**src/rtl/seg7_readback.sv**
```systemverilog
// Reads back an active-low 5-digit 7-segment bus and reconstructs the signed 12-bit value shown.
// Each new pattern is decoded once, after it has stayed unchanged long enough.
module seg7_readback #(
    parameter int STABLE_CYCLES = 4,
    parameter int CNT_W         = 3
) (
    input  logic        clk,
    input  logic        rst,
    input  logic [39:0] seg7_in,
    output logic [11:0] value_out,
    output logic        valid_out,
    output logic        err_out,
    output logic        busy_out
);

    typedef enum logic [1:0] {IDLE, DECODE, FINISH} state_t;

    localparam logic [CNT_W-1:0] STABLE_MAX = CNT_W'(STABLE_CYCLES);
    localparam logic [CNT_W-1:0] STABLE_M1  = CNT_W'(STABLE_CYCLES - 1);

    state_t      state_reg;
    logic [39:0] prev_reg;
    logic [39:0] snap_reg;
    logic [CNT_W-1:0] cnt_reg;
    logic        done_reg;
    logic [13:0] acc_reg;
    logic [1:0]  idx_reg;
    logic        neg_reg;
    logic        bad_reg;
    logic [11:0] value_reg;
    logic        valid_reg;
    logic        err_reg;

    // Returns {legal, blank, digit}; legal covers 0-9 and blank only.
    function automatic logic [5:0] seg_decode(input logic [6:0] raw);
        logic [6:0] s;
        s = ~raw;
        case (s)
            7'h3F:   seg_decode = {2'b10, 4'd0};
            7'h06:   seg_decode = {2'b10, 4'd1};
            7'h5B:   seg_decode = {2'b10, 4'd2};
            7'h4F:   seg_decode = {2'b10, 4'd3};
            7'h66:   seg_decode = {2'b10, 4'd4};
            7'h6D:   seg_decode = {2'b10, 4'd5};
            7'h7D:   seg_decode = {2'b10, 4'd6};
            7'h07:   seg_decode = {2'b10, 4'd7};
            7'h7F:   seg_decode = {2'b10, 4'd8};
            7'h6F:   seg_decode = {2'b10, 4'd9};
            7'h00:   seg_decode = {2'b11, 4'd0};
            default: seg_decode = {2'b00, 4'd0};
        endcase
    endfunction

    logic [5:0] dec [4];

    genvar gi;
    generate
        for (gi = 0; gi < 4; gi++) begin : g_dig
            assign dec[gi] = seg_decode(snap_reg[8*gi +: 7]);
        end
    endgenerate

    logic [5:0]  cur_dec;
    logic        cur_bad;
    logic [13:0] acc_next;
    logic        same;
    logic        stable_hit;
    logic [6:0]  sign_seg;
    logic        sign_neg;
    logic        sign_bad;

    assign cur_dec  = dec[idx_reg];
    assign cur_bad  = !cur_dec[5] || ((idx_reg == 2'd0) && cur_dec[4]);
    assign acc_next = (acc_reg << 3) + (acc_reg << 1) + {10'd0, cur_dec[3:0]};
    assign same     = (seg7_in == prev_reg);
    // Counter reaching its target on this edge is enough to start; saves a cycle of latency.
    assign stable_hit = same && (cnt_reg >= STABLE_M1) && !done_reg;
    assign sign_seg = ~seg7_in[38:32];
    assign sign_neg = (sign_seg == 7'h40);
    assign sign_bad = (sign_seg != 7'h00) && !sign_neg;

    always_ff @(posedge clk) begin
        if (rst) begin
            state_reg <= IDLE;
            prev_reg  <= '0;
            snap_reg  <= '0;
            cnt_reg   <= '0;
            done_reg  <= 1'b0;
            acc_reg   <= '0;
            idx_reg   <= '0;
            neg_reg   <= 1'b0;
            bad_reg   <= 1'b0;
            value_reg <= '0;
            valid_reg <= 1'b0;
            err_reg   <= 1'b0;
        end else begin
            valid_reg <= 1'b0;
            err_reg   <= 1'b0;
            prev_reg  <= seg7_in;

            case (state_reg)
                IDLE: begin
                    if (stable_hit) begin
                        state_reg <= DECODE;
                        snap_reg  <= seg7_in;
                        acc_reg   <= '0;
                        idx_reg   <= 2'd3;
                        neg_reg   <= sign_neg;
                        bad_reg   <= sign_bad;
                    end
                end
                DECODE: begin
                    acc_reg <= acc_next;
                    bad_reg <= bad_reg | cur_bad;
                    if (idx_reg == 2'd0) begin
                        state_reg <= FINISH;
                    end else begin
                        idx_reg <= idx_reg - 2'd1;
                    end
                end
                FINISH: begin
                    if (bad_reg || (!neg_reg && acc_reg > 14'd2047) ||
                        (neg_reg && acc_reg > 14'd2048)) begin
                        err_reg <= 1'b1;
                    end else begin
                        value_reg <= neg_reg ? (12'd0 - acc_reg[11:0]) : acc_reg[11:0];
                        valid_reg <= 1'b1;
                    end
                    done_reg  <= 1'b1;
                    state_reg <= IDLE;
                end
                default: state_reg <= IDLE;
            endcase

            // A changed bus overrides whatever the FSM chose this cycle.
            if ((state_reg != IDLE) && (seg7_in != snap_reg)) begin
                state_reg <= IDLE;
                valid_reg <= 1'b0;
                err_reg   <= 1'b0;
                value_reg <= value_reg;
            end

            if (!same) begin
                cnt_reg  <= '0;
                done_reg <= 1'b0;
            end else if (cnt_reg < STABLE_MAX) begin
                cnt_reg <= cnt_reg + 1'b1;
            end
        end
    end

    assign value_out = value_reg;
    assign valid_out = valid_reg;
    assign err_out   = err_reg;
    assign busy_out  = (state_reg != IDLE);

endmodule

```
**config.mk**
```make
export PLATFORM = sky130hd
export DESIGN_NAME = seg7_readback
export DESIGN_NICKNAME = d
export VERILOG_FILES = /design/src/rtl/seg7_readback.sv
export SDC_FILE = /design/constraint.sdc
export NUM_CORES = 1
export LEC_CHECK = 0
export ABC_AREA = 0
export CORE_UTILIZATION = 50
export DETAILED_ROUTE_END_ITERATION = 10
export PLACE_DENSITY = 0.71
export SLEW_MARGIN = 40
export SYNTH_ARGS = -nofsm -noshare
export SYNTH_HDL_FRONTEND = slang
export SYNTH_SLANG_ARGS = --single-unit
```
**constraint.sdc**
```tcl
create_clock -name clk -period 5.88 [get_ports clk]
set_input_delay 1.47 -clock clk [delete_from_list [all_inputs] [get_ports clk]]
set_output_delay 1.47 -clock clk [all_outputs]
set_load 0.05 [all_outputs]
```
==> results.sh <==
export IMPL_die_area_sq_mm=0.01381
export IMPL_period_share=0.7772
export IMPL_place_congestion=0.9302
export IMPL_cp_common_cell="a211oi_1"
export IMPL_timing_final_ws_setup_ns=1.310
export IMPL_netlist_instances=811
export IMPL_syn_area_per_cell_sq_um=8.226
export IMPL_fin_crit_ns=4.570
export IMPL_setup_violations_final=0
export IMPL_cts_tree="yes"
export IMPL_rsz0062_at_grt="no"
export IMPL_cp_data_arrival_time_ns=4.94
export IMPL_routed_wl_mm=18.49
export IMPL_cts_resized=0
export IMPL_viasPerCell=5.801
export IMPL_cts_sinks=118
export IMPL_die_w_microns=117.5
export IMPL_regArea_sq_mm=0.002362
export IMPL_path_cells="a211oi_1 -> a31oi_1 -> or4_1 -> a41oi_1 -> a211oi_1 -> a31oi_1 -> ha_1 -> ha_1 -> fa_1 -> a21o_1 -> a211oi_1 -> nor2_1 -> o41ai_1 -> o21ai_0 -> or4b_1 -> nand3_1"
export IMPL_critical_path_max_stage_delay_ns=0.49
export IMPL_hpwl_mm=13.54
export IMPL_initial_core_util=0.5202
export IMPL_ys_warn_count=0
export IMPL_detail_route_antenna_nets=0
export IMPL_core_area_sq_mm=0.01282
export IMPL_fin_skew_ns=0.007221
export IMPL_ys_types=62
export IMPL_cts_buffers=17
export IMPL_portBuffers=56
export IMPL_crit_slowest_cell="or4b_1"
export IMPL_syn_cell_area_sq_mm=0.006671
export IMPL_finalHoldViolations=0
export IMPL_start_kind="register"
export IMPL_fmax_ghz=0.2188
export IMPL_drive_gt1_frac=0.06588
export IMPL_ys_seq_area_frac=0.3541
export IMPL_crit_fanout=10
export IMPL_synthFlopType="dfxtp_1"
export IMPL_grt_usage=0.2800
export IMPL_row_count=41
export IMPL_grt_max_degree=75
export IMPL_drt_initial_drc_count=436
export IMPL_drcViolationCount=0
export IMPL_die_y_microns=117.5
export IMPL_yosys_top_cells_area="dfxtp_1 (35%), xnor2_1 (9.8%), nand2_1 (7.1%)"
export IMPL_outcome="finished clean"
export IMPL_drv_slew=0
export IMPL_cts_htree_levels=4
export IMPL_grt_antenna_before_repair=0
export IMPL_synth_seq_cells=118
export IMPL_placedCellCount=990
export IMPL_required_ns=6.25
export IMPL_diodes=0
export IMPL_power_density_mw_per_mm2=254.9
export IMPL_grt_pass1_wl_mm=30.15
export IMPL_dr_pass1_iters=4
export IMPL_clockBufferDepth=2
export IMPL_hold_buffers=0
export IMPL_grt_ovfl_total=0
export IMPL_drv_cap=0
export IMPL_synth_fp_nets=881
export IMPL_fin_util=0.6120
export IMPL_root_buffer="clkbuf_16"
export IMPL_synth_largest_area_cell="dfxtp_1"
export IMPL_clk_latency_ns=0.42
export IMPL_tightestPinTransition_ns=0.8129
export IMPL_ir_worst_vdd_v=0.0002012
export IMPL_cts_setup_buffers=0
export IMPL_clk_pin_slew_ns=0.06
export IMPL_final_cell_mix="nand2_1 (126), dfxtp_1 (118), xnor2_1 (75)"
export IMPL_nets=907
export IMPL_critPathCaptureType="register"
export IMPL_vias=5929
export IMPL_fin_cells=1022
export IMPL_nFillCells=1119
export IMPL_grt_pass1_vias=5700
export IMPL_layout_commonest_cell="nand2_1"
export IMPL_syn_to_final_growth_pct=17.65
export IMPL_leakage_nw=2.771
export IMPL_synth_edf_count=0
export IMPL_pre_cts_ws_ns=1.333
export IMPL_slew_headroom=0.4581
export IMPL_synth_top_area_share=0.3541
export IMPL_pin_count=57
export IMPL_hold_class="register to register"
export IMPL_finalSetupTns_ns=0
export IMPL_critical_path_class="register to register"
export IMPL_multi_input_area_sq_mm=0.004026
export IMPL_async_flop_share=0
export IMPL_routedWlPerCell_microns=18.10
routing by layer:
layer	share of wire	vias to the layer above	GRT usage
li1	-	2877	-
met1	0.46	2801	0.3886
met2	0.45	219	0.4264
met3	0.063	32	0.05475
met4	0.023	0	0.1098
met5	0	-	0
where the power goes:
group,leakage (nW),total [mW],switching [mW],internal [mW]
clock network,0.283,1.04,0.395,0.650
logic,1.53,0.135,0.0744,0.0603
registers,0.961,0.821,0.00660,0.815
stage by stage:
stage	instance area [sq um]	hold WS [ns]	total power, mW
floorplan	6671	0.4302	0.9023
detailed placement	7248	0.4511	0.9708
global route	7849	0.4734	2.057
global placement	7234	0.4468	0.9701
CTS	7849	0.4591	2.014
finish	7849	0.4569	2.000
final timing paths:
| path | depth (start not counted) | slack, ns | endpoint | from |
|---|---|---|---|---|
| setup / recovery | 16 | 1.31 | acc_reg[12] | snap_reg[14] |
| hold / removal | 2 | 0.46 | acc_reg[13] | acc_reg[13] |
| setup reg to reg | 16 | 1.31 | acc_reg[12] | snap_reg[14] |
| hold reg to reg | 2 | 0.46 | acc_reg[13] | acc_reg[13] |
kinds of logic (layout without fill, tap and decap cells):
group	Yosys count	in the layout	share of synthesized area
AND/OR/NAND/NOR	343	343	0.2609
multiplexers	9	9	0.01388
adder cells (fa/ha/maj)	28	28	0.05476
XOR/XNOR	106	106	0.1392
AO/OA/AOI/OAI	139	139	0.1337
flip-flops	118	118	0.3541
buffers and inverters	68	107	0.04351
cell usage after synthesis (5+ instances only):
cell        n
nand2_1   126
dfxtp_1   118
xnor2_1    75
a21oi_1    57
nor2_1     53
clkbuf_1   45
nor2b_1    43
xor2_1     31
nand4_1    30
ha_1       26
o21ai_0    20
nand3_1    18
a211oi_1   16
inv_1      15
nor3_1     15
nor4_1     13
a21oi_2    10
or3_1       8
mux2i_1     7
nand4b_1    7
a31oi_1     5
worst max-delay path, delay by kind of cell, from the launching register on:
family | cells | cell delay (ns)
AOI/OAI and AO/OA | 9 | 2.08
adders and majority gates | 3 | 0.93
DFF | 1 | 0.41
and+or+nand+nor | 4 | 1.09
final cells by class:
| class | count | share of cell area |
|---|---|---|
| inverter | 15 | 0.007174 |
| tap | 172 | 0.02742 |
| sequential | 118 | 0.3010 |
| timing repair buffer | 60 | 0.07492 |
| multi-input combinational | 625 | 0.5130 |
| clock inverter | 13 | 0.01881 |
| clock buffer | 19 | 0.05771 |
(Power assumes the default switching activity.)
